<file path="src/rtl/riscv_mem_pkg.sv">
// Shared encodings and constants for the load/store unit and its lane aligner.
package riscv_mem_pkg;

    localparam int WORD_W = 32;

    localparam logic [1:0] BHW_BYTE = 2'd0;
    localparam logic [1:0] BHW_HALF = 2'd1;
    localparam logic [1:0] BHW_WORD = 2'd2;

    typedef enum logic [1:0] {
        ST_IDLE = 2'd0,
        ST_RD   = 2'd1,
        ST_WR   = 2'd2,
        ST_RESP = 2'd3
    } lsu_state_e;

    // A size of 3 is illegal and is reported the same way as a misalignment.
    function automatic logic is_misaligned(input logic [1:0] bhw, input logic [1:0] offset);
        logic mis;
        case (bhw)
            BHW_BYTE: mis = 1'b0;
            BHW_HALF: mis = offset[0];
            BHW_WORD: mis = (offset != 2'd0);
            default:  mis = 1'b1;
        endcase
        return mis;
    endfunction

endpackage

</file>
<file path="src/rtl/lsu_lane_align.sv">
// Byte-lane steering between the 32-bit memory word and the pipeline:
// load extraction with sign/zero extension, and sub-word store merging.
module lsu_lane_align
    import riscv_mem_pkg::*;
#(
    parameter int XLEN = 64
) (
    input  logic [WORD_W-1:0] word_i,
    input  logic [1:0]        bhw_i,
    input  logic [1:0]        offset_i,
    input  logic              sign_i,
    input  logic [15:0]       wdata_i,
    output logic [XLEN-1:0]   load_o,
    output logic [WORD_W-1:0] merge_o
);

    logic [WORD_W-1:0] shifted;

    // NOTE: every output gets a default before the case so no latch is inferred.
    always_comb begin
        shifted = word_i >> {offset_i, 3'b000};
        load_o  = '0;
        merge_o = word_i;
        case (bhw_i)
            BHW_BYTE: begin
                load_o = {{(XLEN-8){sign_i & shifted[7]}}, shifted[7:0]};
                merge_o[{offset_i, 3'b000} +: 8] = wdata_i[7:0];
            end
            BHW_HALF: begin
                load_o = {{(XLEN-16){sign_i & shifted[15]}}, shifted[15:0]};
                merge_o[{offset_i[1], 4'b0000} +: 16] = wdata_i;
            end
            default: begin
                load_o = {{(XLEN-WORD_W){sign_i & word_i[WORD_W-1]}}, word_i};
            end
        endcase
    end

endmodule

</file>
<file path="src/rtl/lsu_mem_master.sv">
// Load/store initiator: one pipeline request at a time, driven onto a req/ack
// word memory, with read-modify-write for byte and halfword stores.
module lsu_mem_master
    import riscv_mem_pkg::*;
#(
    parameter int XLEN    = 64,
    parameter int MADDR_W = XLEN - 2
) (
    input  logic               Clk,
    input  logic               Reset,
    input  logic               req_valid,
    output logic               req_ready,
    input  logic               req_write,
    input  logic [1:0]         req_bhw,
    input  logic               req_sign,
    input  logic [XLEN-1:0]    req_addr,
    input  logic [XLEN-1:0]    req_wdata,
    output logic               resp_valid,
    output logic [XLEN-1:0]    resp_rdata,
    output logic               resp_misaligned,
    output logic               mem_req,
    output logic               mem_we,
    output logic [MADDR_W-1:0] mem_addr,
    output logic [WORD_W-1:0]  mem_wdata,
    input  logic               mem_ack,
    input  logic [WORD_W-1:0]  mem_rdata
);

    lsu_state_e         state_q;
    logic [1:0]         offset_q;
    logic [1:0]         bhw_q;
    logic               sign_q;
    logic               write_q;
    logic [15:0]        wdata_q;
    logic               req_ready_q;
    logic               resp_valid_q;
    logic [XLEN-1:0]    resp_rdata_q;
    logic               resp_mis_q;
    logic               mem_req_q;
    logic               mem_we_q;
    logic [MADDR_W-1:0] mem_addr_q;
    logic [WORD_W-1:0]  mem_wdata_q;

    logic [XLEN-1:0]    load_data;
    logic [WORD_W-1:0]  merged_word;

    // Works straight off the memory read word, so results are ready in the ack cycle.
    lsu_lane_align #(.XLEN(XLEN)) u_align (
        .word_i   (mem_rdata),
        .bhw_i    (bhw_q),
        .offset_i (offset_q),
        .sign_i   (sign_q),
        .wdata_i  (wdata_q),
        .load_o   (load_data),
        .merge_o  (merged_word)
    );

    // NOTE: sequential state uses non-blocking assignments so every register samples pre-edge values.
    always_ff @(posedge Clk) begin
        if (Reset) begin
            state_q      <= ST_IDLE;
            offset_q     <= '0;
            bhw_q        <= BHW_BYTE;
            sign_q       <= 1'b0;
            write_q      <= 1'b0;
            wdata_q      <= '0;
            req_ready_q  <= 1'b1;
            resp_valid_q <= 1'b0;
            resp_rdata_q <= '0;
            resp_mis_q   <= 1'b0;
            mem_req_q    <= 1'b0;
            mem_we_q     <= 1'b0;
            mem_addr_q   <= '0;
            mem_wdata_q  <= '0;
        end else begin
            case (state_q)
                ST_IDLE: begin
                    if (req_valid && req_ready_q) begin
                        offset_q    <= req_addr[1:0];
                        bhw_q       <= req_bhw;
                        sign_q      <= req_sign;
                        write_q     <= req_write;
                        wdata_q     <= req_wdata[15:0];
                        req_ready_q <= 1'b0;
                        if (is_misaligned(req_bhw, req_addr[1:0])) begin
                            state_q      <= ST_RESP;
                            resp_valid_q <= 1'b1;
                            resp_mis_q   <= 1'b1;
                            resp_rdata_q <= '0;
                        end else begin
                            mem_req_q  <= 1'b1;
                            mem_addr_q <= req_addr[XLEN-1:2];
                            if (req_write && req_bhw == BHW_WORD) begin
                                state_q     <= ST_WR;
                                mem_we_q    <= 1'b1;
                                mem_wdata_q <= req_wdata[WORD_W-1:0];
                            end else begin
                                state_q  <= ST_RD;
                                mem_we_q <= 1'b0;
                            end
                        end
                    end
                end
                ST_RD: begin
                    if (mem_ack) begin
                        if (write_q) begin
                            state_q     <= ST_WR;
                            mem_we_q    <= 1'b1;
                            mem_wdata_q <= merged_word;
                        end else begin
                            state_q      <= ST_RESP;
                            mem_req_q    <= 1'b0;
                            resp_valid_q <= 1'b1;
                            resp_mis_q   <= 1'b0;
                            resp_rdata_q <= load_data;
                        end
                    end
                end
                ST_WR: begin
                    if (mem_ack) begin
                        state_q      <= ST_RESP;
                        mem_req_q    <= 1'b0;
                        mem_we_q     <= 1'b0;
                        resp_valid_q <= 1'b1;
                        resp_mis_q   <= 1'b0;
                        resp_rdata_q <= '0;
                    end
                end
                default: begin
                    state_q      <= ST_IDLE;
                    resp_valid_q <= 1'b0;
                    resp_mis_q   <= 1'b0;
                    req_ready_q  <= 1'b1;
                end
            endcase
        end
    end

    assign req_ready       = req_ready_q;
    assign resp_valid      = resp_valid_q;
    assign resp_rdata      = resp_rdata_q;
    assign resp_misaligned = resp_mis_q;
    assign mem_req         = mem_req_q;
    assign mem_we          = mem_we_q;
    assign mem_addr        = mem_addr_q;
    assign mem_wdata       = mem_wdata_q;

endmodule

</file>
<file path="config.mk">
export PLATFORM = sky130hd
export DESIGN_NAME = lsu_mem_master
export DESIGN_NICKNAME = d
export VERILOG_FILES = /design/src/rtl/riscv_mem_pkg.sv /design/src/rtl/lsu_lane_align.sv /design/src/rtl/lsu_mem_master.sv
export SDC_FILE = /design/constraint.sdc
export NUM_CORES = 1
export LEC_CHECK = 0
export BUFFER_PORTS_ARGS = -buffer_cell sky130_fd_sc_hd__buf_4
export CAP_MARGIN = 20
export CORE_MARGIN = 2
export CORE_UTILIZATION = 40
export DETAILED_ROUTE_END_ITERATION = 12
export GPL_TIMING_DRIVEN = 0
export PLACE_DENSITY = 0.73
export SYNTH_ARGS = -nofsm -noshare
export SYNTH_HDL_FRONTEND = slang
export SYNTH_SLANG_ARGS = --single-unit
</file>
<file path="constraint.sdc">
create_clock -name Clk -period 8.67 [get_ports Clk]
set_clock_uncertainty 0.2 [all_clocks]
set_input_delay 2.1675 -clock Clk [delete_from_list [all_inputs] [get_ports Clk]]
set_output_delay 2.1675 -clock Clk [all_outputs]
set_load 0.01 [all_outputs]
</file>
**Word level (Yosys, flattened, before mapping)**

Index checks and enable logic that the tools add are counted.
Widths: inputs -> output; s select.

- Add/sub/neg operators: 2
- Equality and inequality tests: 13
- Multiplexer cells: 48
- Shift operators: 5
- Bitwise operators: 5
- Reductions and logical operators: 18

Operators with widths:

| cell | count |
|---|---|
| $mux 64 | 5 |
| $pmux 64 s3 | 1 |
| $mux 32 | 5 |
| $pmux 32 s2 | 2 |
| $pmux 64 s2 | 1 |
| $bwmux 32 | 2 |
| $shift 16x7->32 const A | 1 |
| $shift 8x7->32 const A | 1 |
| $shiftx 16x7->32 | 1 |
| $shiftx 8x7->32 | 1 |
| $shr 32x5->16 | 1 |
| $reduce_and 6->1 | 4 |
| $mux 1 | 20 |
| $ne 2x2->1 const B | 8 |
| $pmux 1 s3 | 5 |
| $neg 5->7 | 2 |
| $mux 2 | 5 |
| $eq 2x1->1 const B | 3 |
| $logic_not 2->1 | 3 |
| $pmux 2 s3 | 1 |
| $reduce_and 3->1 | 2 |
| $reduce_and 5->1 | 1 |
| $eq 2x2->1 const B | 2 |
| $reduce_and 2->1 | 2 |
| 7 further kinds | 12 |

- Input port bits: 168
- Flip-flop bits (word level): 187
- Output and inout port bits: 163

**Depth between registers and ports, before layout**

- Word-level depth: 8
- Depth in mapped cells: 10
- Mapped depth without buffers: 6

**Modules after synthesis**

From an unflattened synthesis, not the netlist that was laid out.

- Cell total of the unflattened synthesis: 1195
- Area, all modules: 9698.1 um^2

Modules (own cells, without submodules):

| module | instances | area an instance (um^2) | seq. area each (um^2) | cells an instance |
|---|---|---|---|---|
| lsu_mem_master | 1 | 7599.8 | 3743.6 | 915 |
| lsu_lane_align | 1 | 2098.3 | 0.0 | 280 |

**Worst setup path after synthesis**

OpenSTA, ideal clock, no wires.

- Path kind: input-to-reg
- From: input req_bhw[1]
- To: register resp_rdata_q[62] (netlist: resp_rdata[62])
- Required time: 8352 ps
- Path slack: 4854 ps
- Arrival time: 3498 ps
- Stages on the path: 7
- Cells stage by stage: buf_2 > nor3b_1 > a211oi_4 > and3_1 > buf_2 > buf_4 > a32o_1

- Word-level cells in the longest chain between the ends: 7

RTL lines:

| item | RTL line | RTL |
|---|---|---|
| start: declaration | lsu_mem_master.sv:14 | `input logic [1:0] req_bhw,` |
| $eq 2x2->1, or another cell as far along | riscv_mem_pkg.sv:20 | `case (bhw)` |
| $pmux 1 s3 * | riscv_mem_pkg.sv:20 |  |
| $mux 1 * | lsu_mem_master.sv:78 | `if (req_valid && req_ready_q) begin` |
| $mux 1 * | lsu_mem_master.sv:76 | `case (state_q)` |
| $mux 1 * | lsu_mem_master.sv:60 | `if (Reset) begin` |
| $ne 2x2->1 (no source line) * | - |  |
| $reduce_and 6->1 (no source line) * | - |  |
| end signal: assignment | lsu_mem_master.sv:115 | `resp_rdata_q <= load_data;` |
| end: declaration | lsu_mem_master.sv:37 | `logic [XLEN-1:0] resp_rdata_q;` |

Every way passes the cells marked *; elsewhere a longest branch is shown, timed or not. The select of a mux whose other input is x is not followed.
A chain may end at the register's enable or synchronous reset.

==> reports/metrics.cfg <==
[status]
outcome=completed

[setup_path]
cp_max_fo=33
cp.arrival_ns=1.82
critPathLaunchType=flop
crit_path_end_kind=output port
cp_slowest_cell=dfxtp_1
path_buf_inv=2
crit_top_cell=buf_4
critPathTopFamily=flip-flops
crit_chain=buf_4, buf_4
crit_type=reg -> out
cpPeakStageDelay_ns=1.01
critPathRequiredTime_ns=6.30

[clock_tree]
post_cts_resized=0
cts_made_buffers=17
clk_latency_ns=0.44
cts_root_buffer=clkbuf_16
htree_levels=4
cts_buffer_depth=2
clk_pin_slew_ns=0.08
postCtsHoldBufs=0
cts_setup_buffers=0
clkSinkCount=156
cts_tree=done

[global_route]
grt_usage_pct=27.1
grt_pass1_vias=8255
grt_pass1_wl_um=45900
grt_max_degree=34
grt-ovfl-total=0
antenna_found_initial=1

[timing]
fin_ws_ns=4.48
worstMarginPinSlew_ns=1.05
max_freq_mhz=239
period_share_pct=48.3
slew_viol_final=0
setup_tns_ns=0
rsz0062_at_grt=no
relSlewSlack_pct=30.0
hold_viol_final=0
layout_min_cycle_time_ns=4.19
timing.hold.ws_ns=0.256
finalSetupViolations=0

[detailed_routing]
drt_iter0_drc=705
drc=0
postRouteWirelength_um=29900
routedWlPerCell_um=19.1
ant_nets=0
drt_first_pass_iters=5
vias=8736
viasPerCell=5.59

[cells_and_area]
final_cells=1563
final_layout_size_suffix_gt1_share_pct=32.9
finalNetCount=1461
nFillCells=1845
area_growth_pct=39.1

[synthesis]
netlist_area_mm2=0.00804
synthFlopType=dfxtp_1
yosysUniqueCellTypes=60
syn_inst=969
yosysTopAreaCell=dfxtp_1
avgSynthCellArea_um2=8.30
ys_ff_latch=156
async_flop_share_pct=0
ys_seq_area_share_pct=38.8
syn_nets=1146
yosys_warnings=0
synth_edf_count=0
synth_top_cells_by_area=dfxtp_1 39%, nand2_1 9.2%, a21oi_1 7.6%
yosysTopAreaCellShare_pct=38.8

[floorplanning]
ioPinCount=331
die_area_mm2=0.0213
die_y_um=146
initial_core_util_pct=41.0
core-area_mm2=0.0196
die_w_um=146
row_count=51

[place]
dp_slack_ns=4.38
gp_congestion=0.978
detailedPlacementHpwl_um=22900
io_buffers=296
dp_cells=1530

[pwr]
vdd_drop_max_mv=0.167
p_leak_nw=4.78
powerDensity_mw_per_mm2=261

[flow_run]
max_cap_viol_count=0

[worst_hold_path]
min_path_type=reg -> reg

-- layout make-up --
class / instances / area [um2] / share of cell area (%)
repair buffers: 296 / 2220 / 19.9
diodes: 1 / 2.50 / 0.0224
inverters: 27 / 101 / 0.906
clock buffers: 17 / 425 / 3.80
plain buffers: 116 / 616 / 5.50
well taps: 265 / 332 / 2.96
multi-input cells: 670 / 4200 / 37.6
flip-flops and latches: 156 / 3120 / 27.9
clock inverters: 15 / 161 / 1.44
-- logic make-up (layout without fill, tap and decap cells) --
group / after synthesis / count (layout) / synth area share (%)
other: 0 / 1 / 0
flip-flops: 156 / 156 / 38.8
multiplexers: 17 / 17 / 2.40
adder cells (fa/ha/maj): 9 / 9 / 1.40
buffers and inverters: 143 / 471 / 8.92
AO/OA/AOI/OAI: 360 / 360 / 32.4
AND/OR/NAND/NOR: 284 / 284 / 16.0
-- cells in the mapped netlist, types with 18 or more instances --
cell type and number:
clkbuf_1 53, a22oi_1 34, a32o_1 41, a21oi_1 122, nand2_1 198, dfxtp_1 156
o221ai_1 18, a21boi_0 20, buf_4 35, buf_2 18, inv_1 26, or2_2 26
a22o_1 37
-- final timing paths --
path | start | end | slack (ns) | cells after the start
worst max-delay path | resp_rdata[62]$_SDFFE_PP0P_ | resp_rdata[36] | 4.48 | 2
worst min register to register | mem_addr[45]$_SDFFE_PP0P_ | mem_addr[45]$_SDFFE_PP0P_ | 0.26 | 2
worst min-delay path | mem_addr[45]$_SDFFE_PP0P_ | mem_addr[45]$_SDFFE_PP0P_ | 0.26 | 2
worst max register to register | offset_q[0]$_SDFFE_PP0P_ | mem_wdata[31]$_SDFFE_PP0P_ | 5.24 | 9
-- worst reg2reg max path, cell delays in order, from the launching register on --
cell and delay (ns):
dfxtp_1 0.48, buf_2 0.30, buf_1 0.45, inv_1 0.21, ha_1 0.40, nor4bb_1 0.26
clkbuf_1 0.41, a22oi_1 0.14, o221ai_1 0.32, a32o_1 0.21
-- report_power, final --
| part | leakage, nW | internal (W) | total (W) | switching, W |
|---|---|---|---|---|
| registers | 1.27 | 0.000839 | 0.000934 | 0.0000943 |
| clock network | 0.284 | 0.000388 | 0.000747 | 0.000359 |
| logic | 3.23 | 0.000505 | 0.00123 | 0.000729 |
-- per-layer routing --
layer | up-vias | GRT usage (%) | share of wire [%]
li1 | 4151 | - | -
met1 | 4068 | 33.9 | 41
met2 | 459 | 43.6 | 46
met3 | 58 | 7.68 | 9.6
met4 | 0 | 11.8 | 3.5
met5 | - | 0 | 0
-- registers in the layout, indices dropped and copies added, names as in the netlist, 2 cells and up --
register and flops:
bhw_q 2, mem_addr 62, mem_wdata 32, offset_q 2, resp_rdata 33, state_q 2, wdata_q 16
-- layout by cell type (no fill, tap or decap), drive strengths merged, types with 6 or more instances in the layout --
cell,count
ha,9
mux2,8
nand3,10
a211oi,9
and2,7
dfxtp,156
a2bb2oi,8
or2,26
a22o,37
a22oi,34
a221oi,8
buf,359
a221o,6
clkbuf,70
nor2,14
o311ai,9
a32o,41
inv,37
o21ai,14
mux2i,8
a21boi,21
o211ai,7
a21oi,123
o221ai,18
o31ai,10
nand2,198
-- through the flow --
stage          util [%]  power (W)  instance area (um2)
6_report           57.1    0.00291                11200
5_1_grt            57.1    0.00308                11200
4_1_cts            57.1    0.00291                11200
3_5_place_dp       54.1    0.00216                10600
3_3_place_gp       54.1    0.00215                10600
2_1_floorplan         -    0.00169                 8040
Power figures use the tool's default switching activity.
